## config.mk

```make
export PLATFORM = sky130hd
export DESIGN_NAME = wallace_mac_accum
export DESIGN_NICKNAME = d
export VERILOG_FILES = /design/src/rtl/wallace_mac_accum.sv
export SDC_FILE = /design/constraint.sdc
export NUM_CORES = 1
export LEC_CHECK = 0
export CAP_MARGIN = 20
export CORE_MARGIN = 2
export CORE_UTILIZATION = 50
export CTS_BUF_LIST = sky130_fd_sc_hd__clkbuf_8
export DETAILED_ROUTE_END_ITERATION = 7
export PLACE_DENSITY = 0.74
export SLEW_MARGIN = 20
export SYNTH_ARGS = -nofsm -noshare
export SYNTH_HDL_FRONTEND = slang
export SYNTH_SLANG_ARGS = --single-unit
```

## constraint.sdc

```tcl
create_clock -name clk -period 3.08 [get_ports clk]
set_clock_uncertainty 0.05 [all_clocks]
set_input_delay 0.308 -clock clk [delete_from_list [all_inputs] [get_ports clk]]
set_output_delay 0.308 -clock clk [all_outputs]
set_load 0.01 [all_outputs]
```

## src/rtl/wallace_mac_accum.sv

```systemverilog
// wallace_mac_accum: sequenced multiply-accumulate tile behind the 4x4 Wallace multiplier.
// Sums a programmed number of unsigned product beats into a saturating accumulator,
// then holds the result under a valid/ready handshake until the consumer takes it.
module wallace_mac_accum #(
  parameter int unsigned PROD_W = 8,
  parameter int unsigned ACC_W  = 16,
  parameter int unsigned CNT_W  = 8
) (
  input  logic              clk,
  input  logic              rst_n,
  input  logic              ena,
  input  logic              start,
  input  logic [CNT_W-1:0]  n_terms,
  input  logic [PROD_W-1:0] in_prod,
  input  logic              in_valid,
  output logic              in_ready,
  output logic [ACC_W-1:0]  acc_out,
  output logic              ovf,
  output logic              out_valid,
  input  logic              out_ready,
  output logic              busy
);

  typedef enum logic [1:0] {StIdle, StAccum, StDone} state_e;

  state_e             state_q;
  logic [ACC_W-1:0]   acc_q;
  logic               ovf_q;
  logic [CNT_W-1:0]   cnt_q;
  logic [CNT_W-1:0]   n_lat_q;

  // One guard bit above the accumulator exposes overflow of the unsigned add.
  logic [ACC_W:0]     sum_ext;
  logic [CNT_W-1:0]   cnt_inc;

  // Next-sum and next-count datapath; only latched when a beat is taken.
  always_comb begin
    sum_ext = {1'b0, acc_q} + {{(ACC_W + 1 - PROD_W){1'b0}}, in_prod};
    cnt_inc = cnt_q + {{(CNT_W - 1){1'b0}}, 1'b1};
  end

  // Handshake and status outputs decoded from the registered state.
  always_comb begin
    in_ready  = ena && (state_q == StAccum);
    out_valid = (state_q == StDone);
    busy      = (state_q != StIdle);
    acc_out   = acc_q;
    ovf       = ovf_q;
  end

  // Control FSM and accumulator; ena low freezes everything.
  always_ff @(posedge clk or negedge rst_n) begin
    if (!rst_n) begin
      state_q <= StIdle;
      acc_q   <= '0;
      ovf_q   <= 1'b0;
      cnt_q   <= '0;
      n_lat_q <= '0;
    end else if (ena) begin
      case (state_q)
        StIdle: begin
          if (start) begin
            acc_q   <= '0;
            ovf_q   <= 1'b0;
            cnt_q   <= '0;
            n_lat_q <= n_terms;
            state_q <= (n_terms != '0) ? StAccum : StDone;
          end
        end
        StAccum: begin
          // in_ready equals ena here, so a beat is simply in_valid.
          if (in_valid) begin
            if (sum_ext[ACC_W]) begin
              acc_q <= '1;
              ovf_q <= 1'b1;
            end else begin
              acc_q <= sum_ext[ACC_W-1:0];
            end
            cnt_q <= cnt_inc;
            if (cnt_inc == n_lat_q) begin
              state_q <= StDone;
            end
          end
        end
        StDone: begin
          // start is intentionally ignored here, even alongside out_ready.
          if (out_ready) begin
            state_q <= StIdle;
          end
        end
        default: state_q <= StIdle;
      endcase
    end
  end

endmodule

```

==> results.toml, run 1 <==
[outcome]
status = "completed"

[drt]
via_per_inst = 5.923
drt_iter0_markers = 113
via_count = 2002
drt-pass1-iter-count = 4
totalWireLength_mm = 5.247
ant_nets = 0
post_drt_wl_per_cell_um = 15.52
drc = 0

[cts]
cts_tree = "done"
clock-sinks = 35
cts.clk_slew.worst_paths_ps = 70
clkLatencyLatePin_ps = 290
cts-buffers-inserted = 5
cts_setup_buffers = 0
h-tree-depth = 2
cts_buffer_depth = 2
cts-root-buf = "clkbuf_8"
cts.repair.resized = 0
cts.hold.buffers_added = 0

[global_routing]
antenna_found_initial = 0
grt_max_degree = 36
track_usage_pct = 23.16
grt-ovfl-total = 0
grt_pass1_vias = 2049
grt_pass1_wl_mm = 9.252

[sta]
setup_violations = 0
slew_violations = 0
period_share_pct = 78.73
finalSetupTns_ps = 0
finalHoldViolations = 0
rsz0062_at_grt = "false"
tightestPinTransition_ps = 448.8
max_clock_freq_ghz = 0.4124
relSlewSlack_pct = 70.08
min_period_ps = 2425

[final_layout]
finalNetCount = 318
drive_gt1_share_pct = 10.84
diodes = 0
design_area_mm2 = 0.002788
areaGrowthSynthToFinish_pct = 25.59

[worst_setup_path]
crit_slowest_cell = "clkdlybuf4s50_1"
crit_type = "primary input to register"
reg2reg_slack_ps = 660
crit_top_cell = "a21oi_1"
cp-end-kind = "register"
cp-start-kind = "primary input"
r2r_start = "acc_out[0]"
max_stage_delay_ps = 400
cp.arrival_ps = 2590
worstPathRequired_ps = 3250
critPathLaunch = "in_prod[0]"
cp_top_family = "compound AO/OA/AOI/OAI gates"
path_max_fanout = 17
cp_num_buf_inv = 2
worstPathCellList = "clkdlybuf4s50_1 > ha_1 > fa_1 > nand3_1 > a21oi_1 > a2111o_1 > buf_4 > a31o_2 > a21oi_1"

[place]
dp_hpwl_mm = 3.804
gp_congestion = 0.8264
portBuffers = 41
post_dp_cell_area_mm2 = 0.002700

[yosys]
synth_xor_xnor_area_share_pct = 5.524
syn_area_per_cell_um2 = 9.134
syn_area_mm2 = 0.002220
synth_mux_area_share_pct = 4.566
synth_compound_gate_area_share_pct = 21.48
synth-main-ff-cell = "dfrtp_1"
synth_edf_count = 0
ys_seq_area_share_pct = 39.46
synth_warnings = 0
async_flop_share_pct = 100.0
synth-seq-cells = 35
synth_top_family_by_area = "compound AO/OA/AOI/OAI gates"
synth_fa_ha_area_share_pct = 5.975
synth_cell_types = 54
postSynthCellCount = 243
syn_nets = 275
yosys.area_share.simple_pct = 19.84

[power]
p_per_area_mw_per_mm2 = 694.3
p_leak_nw = 1.155
power_frac_clock_pct = 17.3
p_sw_share_pct = 38.12
combPwrFrac_pct = 47.2
p_int_mw = 1.198
power_switching_mw = 0.7378
irDropWorstVdd_uv = 378.6
seqPwrFrac_pct = 35.6

[die]
die_y_um = 70.63
rows = 24
io_pins = 42
floorplan.initialDensity_pct = 51.33
dieWidth_um = 70.63
fp.dieArea_mm2 = 0.004988
core_region_area_mm2 = 0.004324

[hold_path]
hp-class = "primary input to async pin"

[job]
cap_violations = 0
-- power groups by stage --
| stage | combinational, mW | sequential, mW | clock, mW |
|---|---|---|---|
| floorplan | 0.575 | 0.692 | 0 |
| detailed placement | 0.906 | 0.696 | 0 |
| CTS | 0.911 | 0.688 | 0.342 |
| finish | 0.913 | 0.689 | 0.334 |
| global placement | 0.889 | 0.694 | 0 |
| global route | 1.01 | 0.704 | 0.364 |
-- cells in the final DEF (no fill, tap or decap), types with 2 or more instances in the layout --
| master | n |
|---|---|
| a211oi_1 | 2 |
| a21o_1 | 3 |
| a21oi_1 | 19 |
| a22o_1 | 3 |
| a31oi_1 | 3 |
| a32oi_1 | 2 |
| buf_4 | 8 |
| clkbuf_8 | 6 |
| clkdlybuf4s50_1 | 41 |
| dfrtp_1 | 35 |
| ha_1 | 9 |
| inv_1 | 4 |
| mux2_2 | 9 |
| nand2_1 | 25 |
| nand2b_1 | 2 |
| nand3_1 | 9 |
| nand3b_1 | 3 |
| nand4_1 | 4 |
| nor2_1 | 12 |
| nor3_1 | 8 |
| nor4_1 | 3 |
| o211ai_1 | 3 |
| o21ai_0 | 24 |
| o21bai_1 | 2 |
| or3_1 | 2 |
| or4_1 | 3 |
| xnor2_1 | 10 |
| xor2_1 | 4 |
-- Yosys cell counts (2+ instances only) --
| cell type | count | share of area [%] |
|---|---|---|
| a211oi_1 | 2 | 0.68 |
| a21o_1 | 3 | 1.0 |
| a21oi_1 | 19 | 4.3 |
| a22o_1 | 3 | 1.2 |
| a31oi_1 | 3 | 0.85 |
| a32oi_1 | 2 | 0.79 |
| buf_2 | 5 | 1.1 |
| clkbuf_1 | 8 | 1.4 |
| dfrtp_1 | 35 | 39 |
| ha_1 | 9 | 5.1 |
| inv_1 | 4 | 0.68 |
| mux2_2 | 9 | 4.6 |
| nand2_1 | 25 | 4.2 |
| nand2b_1 | 2 | 0.56 |
| nand3_1 | 9 | 2.0 |
| nand3b_1 | 3 | 1.0 |
| nand4_1 | 4 | 1.1 |
| nor2_1 | 12 | 2.0 |
| nor3_1 | 8 | 1.8 |
| nor4_1 | 3 | 0.85 |
| o211ai_1 | 3 | 1.0 |
| o21ai_0 | 24 | 5.4 |
| o21bai_1 | 2 | 0.68 |
| or3_1 | 2 | 0.56 |
| or4_1 | 3 | 1.0 |
| xnor2_1 | 10 | 3.9 |
| xor2_1 | 4 | 1.6 |
-- routing by layer --
metal | share of wire, % | wire length (um) | GRT usage [%]
met1 | 44 | 2332 | 27.82
met2 | 50 | 2638 | 41.40
met3 | 3.9 | 206 | 5.983
met4 | 1.3 | 69 | 6.080
met5 | 0 | 0 | 0
-- cells by family after synthesis --
| kind of cell | count (synthesis) |
|---|---|
| simple gates | 83 |
| compound gates | 75 |
| mux | 9 |
| fa+ha+maj | 10 |
| flops | 35 |
| xor+xnor | 14 |
| buf+inv | 17 |
-- flip-flops by register name, summed over array words and instances (netlist names) --
signal / flops
state_q: 2
n_lat_q: 8
ovf: 1
cnt_q: 8
acc_out: 16
-- cell type report --
type | count | area [um2]
fill | 388 | 1536
multi-input combinational | 191 | 1274
sequential | 35 | 875.8
timing repair buffer | 49 | 470.5
clock buffer | 6 | 82.58
tap | 52 | 65.06
inverter | 4 | 15.01
clock inverter | 1 | 5.005
-- final timing paths --
path,to,cells past startpoint
min in group clk,cnt_q[7],1
worst min register to register,cnt_q[7],1
max in group asynchronous,n_lat_q[5],2
worst min-delay path,acc_out[7],2
worst max-delay path,acc_out[8],9
worst max register to register,acc_out[8],8
-- per-stage QoR --
stage | utilization, % | setup slack, ps | hold WS (ps) | total power [mW] | instances
6_report | 64.47 | 655.2 | 386.6 | 1.935 | 338
5_1_grt | 64.47 | 562.3 | 441.3 | 2.078 | 338
4_1_cts | 64.47 | 677.8 | 401.7 | 1.942 | 338
3_5_place_dp | 62.44 | 382.2 | 456.9 | 1.602 | 331
3_3_place_gp | 62.44 | 402.4 | 444.1 | 1.583 | 331
2_1_floorplan | - | 797.1 | -37.59 | 1.267 | 243
-- worst reg2reg max path, stage by stage (launching register included) --
cell      delay, ps
dfrtp_1         420
ha_1            240
fa_1            400
nand3_1         150
a21oi_1          90
a2111o_1        400
buf_4           220
a31o_2          260
a21oi_1         130
Note: power is estimated with default switching activity, not from simulation.
==> run 2: changes to the inputs <==
clock period = 2.5 ns   (was 3.08 ns; I/O delays follow)
==> results.toml, run 2 (synthesis gave the netlist of run 1 again) <==
[outcome]
status = "completed"

[cts]
cts-buffers-inserted = 5
clock-sinks = 35
cts_setup_buffers = 0
cts_buffer_depth = 2
h-tree-depth = 2
cts.hold.buffers_added = 0
cts_tree = "done"
cts-root-buf = "clkbuf_8"
cts.clk_slew.worst_paths_ps = 70
clkLatencyLatePin_ps = 290
cts.repair.resized = 0

[die]
core_region_area_mm2 = 0.004324
io_pins = 42
fp.dieArea_mm2 = 0.004988
die_y_um = 70.63
dieWidth_um = 70.63
floorplan.initialDensity_pct = 51.33
rows = 24

[drt]
drt-pass1-iter-count = 4
post_drt_wl_per_cell_um = 14.99
ant_nets = 0
via_count = 2031
top_layer_used = "met4"
wl_met3_um = 207
drc = 0
wl_met1_mm = 2.435
drt_iter0_markers = 128
via_per_inst = 5.939
totalWireLength_mm = 5.128
wl_met2_mm = 2.413

[power]
p_per_area_mw_per_mm2 = 855.0
p_leak_nw = 1.177
power_switching_mw = 0.9101
p_int_mw = 1.498
irDropWorstVdd_uv = 479.3
power_frac_clock_pct = 16.0
finalPower_mw = 2.408
p_sw_share_pct = 37.79
seqPwrFrac_pct = 35.0
combPwrFrac_pct = 49.0

[sta]
finalWorstSetupSlack_ps = 170.4
finalHoldViolations = 0
period_share_pct = 93.18
slew_violations = 0
tightestPinTransition_ps = 443.0
setup_violations = 0
finalSetupTns_ps = 0
rsz0062_at_grt = "false"
min_period_ps = 2330
relSlewSlack_pct = 70.47
max_clock_freq_ghz = 0.4293

[worst_setup_path]
crit_type = "register to register"
worstPathRequired_ps = 2630
reg2reg_slack_ps = 170
r2r_start = "acc_out[0]"
cp.arrival_ps = 2450
cp-end-kind = "register"
rr_endpoint = "acc_out[10]"
path_max_fanout = 13
cp-start-kind = "register"
crit_slowest_cell = "a2111o_1"
max_stage_delay_ps = 420
reg2regPathDepth = 8
worstPathCellList = "ha_1 > fa_1 > nand3_1 > a21oi_1 > a2111o_1 > buf_12 > a41o_1 > o21a_1"

[global_routing]
grt_max_degree = 36
grt-ovfl-total = 0
grt_pass1_wl_mm = 8.832
antenna_found_initial = 0
grt_pass1_vias = 1890
track_usage_pct = 22.02

[final_layout]
design_area_mm2 = 0.002816
seqCellArea_um2 = 875.8
finalNetCount = 321
areaGrowthSynthToFinish_pct = 26.89
fillers = 387
multi_input_area_mm2 = 0.001274
final_common_cell = "clkdlybuf4s50_1"
layout_common_cells = "41 x clkdlybuf4s50_1, 35 x dfrtp_1, 25 x nand2_1"
diodes = 0
instances_no_fill = 342
largest_reg_flops = 16
drive_gt1_share_pct = 11.38

[hold_path]
hp-class = "primary input to async pin"

[place]
dpl.cell_count = 334
dp_hpwl_mm = 3.698
post_dp_cell_area_mm2 = 0.002735
portBuffers = 41
gp_congestion = 0.9071
place_ws_ps = -94.79

[job]
cap_violations = 0
## run 2: power groups by stage
stage          clock [mW]  sequential, mW  combinational (mW)
5_1_grt             0.420           0.866                1.31
3_5_place_dp            0           0.854                1.17
3_3_place_gp            0           0.853                1.16
2_1_floorplan           0           0.853               0.709
6_report            0.385           0.844                1.18
4_1_cts             0.399           0.844                1.18
## run 2: worst max path at each step
stage          startpoint     endpoint  slack [ps]  cells after the start
6_report       acc_out[0]  acc_out[10]         170                      8
5_1_grt        acc_out[0]  acc_out[15]          60                      8
4_1_cts        acc_out[0]  acc_out[10]         170                      8
3_5_place_dp   in_prod[0]  acc_out[10]         -90                      9
3_3_place_gp   in_prod[0]  acc_out[10]         -30                      9
2_1_floorplan  acc_out[0]   acc_out[6]         220                      8
## run 2: layout make-up
type,instances,area share [%]
multi-input combinational,191,45.22
inverter,4,0.5331
clock buffer,5,2.443
sequential,35,31.10
tap,52,2.310
clock inverter,3,0.4442
timing repair buffer,52,17.95
## run 2: metal layers
| metal | up-vias | GRT usage, % |
|---|---|---|
| met5 | - | 0 |
| met4 | 0 | 6.080 |
| met3 | 8 | 4.701 |
| met2 | 44 | 35.43 |
| met1 | 977 | 30.42 |
| li1 | 1002 | - |
## run 2: critical path, delay by kind of cell (launching register included)
family	cells	cell delay (ps)
AOI/OAI and AO/OA	4	830
adders and majority gates	2	630
DFF	1	400
buffers and inverters	1	170
and+or+nand+nor	1	140
## run 2: metrics by stage
stage,util (%),hold WS (ps)
after global routing,65.13,374.0
final,65.13,330.7
after CTS,65.13,345.2
after floorplan,-,-95.59
after global placement,63.25,448.1
after detailed placement,63.25,447.6
==> run 3: changes to the inputs <==
DONT_BUFFER_PORTS = 1   (was not set)
PLACE_DENSITY = 0.62   (was 0.74)
==> results.toml, run 3 (synthesis gave the netlist of run 1 again) <==
[sta]
slew_violations = 0
finalSetupTns_ps = 0
finalHoldViolations = 0
tightestPinTransition_ps = 438.6
whs_ps = 64.00
period_share_pct = 94.11
setup_violations = 0
max_clock_freq_ghz = 0.4250
min_period_ps = 2353
rsz0062_at_grt = "false"
relSlewSlack_pct = 70.58

[drt]
drt-pass1-iter-count = 4
via_count = 1795
post_drt_wl_per_cell_um = 16.15
ant_nets = 0
via_per_inst = 5.963
drt_iter0_markers = 66
totalWireLength_mm = 4.861
drc = 0

[final_layout]
final_common_cell = "dfrtp_1"
largest_reg_flops = 16
finalNetCount = 280
areaGrowthSynthToFinish_pct = 10.37
layout_common_cells = "35 x dfrtp_1, 25 x nand2_1, 24 x o21ai_0"
drive_gt1_share_pct = 14.06
design_area_mm2 = 0.002450
instances_no_fill = 301
diodes = 0

[cts]
cts-buffers-inserted = 5
cts-root-buf = "clkbuf_8"
clkLatencyLatePin_ps = 280
clock-sinks = 35
cts_setup_buffers = 0
cts_buffer_depth = 2
cts.clk_slew.worst_paths_ps = 70
h-tree-depth = 2
cts_tree = "done"

[worst_setup_path]
crit_type = "register to register"
cp.arrival_ps = 2520
worstPathRequired_ps = 2660
cp-end-kind = "register"
path_max_fanout = 13
critPathLaunch = "acc_out[0]"
rr_endpoint = "acc_out[8]"
reg2reg_slack_ps = 150
r2r_start = "acc_out[0]"
cp-start-kind = "register"
reg2regPathDepth = 8

[global_routing]
antenna_found_initial = 0
grt-ovfl-total = 0
grt_max_degree = 36
grt_pass1_wl_mm = 8.197
grt_pass1_vias = 1712
track_usage_pct = 20.28

[die]
die_y_um = 70.63
fp.dieArea_mm2 = 0.004988
floorplan.initialDensity_pct = 51.33
core_region_area_mm2 = 0.004324
io_pins = 42
rows = 24
dieWidth_um = 70.63

[power]
p_per_area_mw_per_mm2 = 943.0
p_leak_nw = 1.034
irDropWorstVdd_uv = 456.4

[place]
gp_congestion = 0.8233
dp_hpwl_mm = 3.469
portBuffers = 0
post_dp_cell_area_mm2 = 0.002297
dpl.cell_count = 291

[outcome]
status = "completed"

[hold_path]
hold_end = "n_lat_q[3]"
hp-class = "primary input to register"
min_path_cells = 1
hp-start = "n_terms[3]"

[job]
cap_violations = 0
-- run 3: cell types whose count changed in the layout (fill, tap and decap cells not counted), sizes merged --
cell,before,now
clkdlybuf4s50,41,0
inv,6,4
buf,11,10
bufinv,0,1
clkbuf,5,6
dlygate4sd3,0,1
-- run 3: area by class of cell --
type                       count  area [um2]
clock buffer                   6       82.58
timing repair buffer          11       97.59
multi-input combinational    191        1279
inverter                       4       15.01
clock inverter                 2       35.03
sequential                    35       875.8
fill                         375        1874
tap                           52       65.06
-- run 3: through the flow --
step           utilization (%)  power, mW  setup slack [ps]
3_5_place_dp             53.13      1.779             121.9
6_report                 56.66      2.310             147.2
3_3_place_gp             53.13      1.767             143.4
5_1_grt                  56.66      2.507             22.18
4_1_cts                  56.54      2.323             109.3
2_1_floorplan                -      1.561             217.1
-- run 3: metal layers --
metal | global-route usage [%] | wire length, um | vias up
met1 | 28.73 | 2301 | 831
met2 | 32.49 | 2298 | 39
li1 | - | - | 920
met3 | 4.274 | 223 | 5
met5 | 0 | 0 | -
met4 | 4.403 | 37 | 0
-- run 3: worst max-delay path by stage --
stage,depth (start not counted),endpoint
6_report,8,acc_out[8]
5_1_grt,8,acc_out[5]
4_1_cts,8,acc_out[8]
3_5_place_dp,8,acc_out[10]
3_3_place_gp,8,acc_out[10]
2_1_floorplan,8,acc_out[6]
-- run 3: power breakdown --
group	total [mW]	switching (mW)	internal (mW)
Sequential	0.887	0.188	0.699
Clock	0.520	0.198	0.322
Combinational	0.903	0.484	0.419
Total	2.31	0.869	1.44
-- run 3: repair_timing --
action / 4_1_cts / 5_1_grt
setup endpoints to repair: 0 / 3
hold buffers: 2 / 0
resized for setup: 0 / 1
hold endpoints to repair: 35 / 0
-- run 3: critical path, cell delays in order (launching register included) --
cell and delay, ps:
dfrtp_1 430, ha_1 240, fa_1 430, nand3_2 120, a21oi_1 70, a2111o_1 380, buf_4 200, a31o_2 250
a21oi_1 130
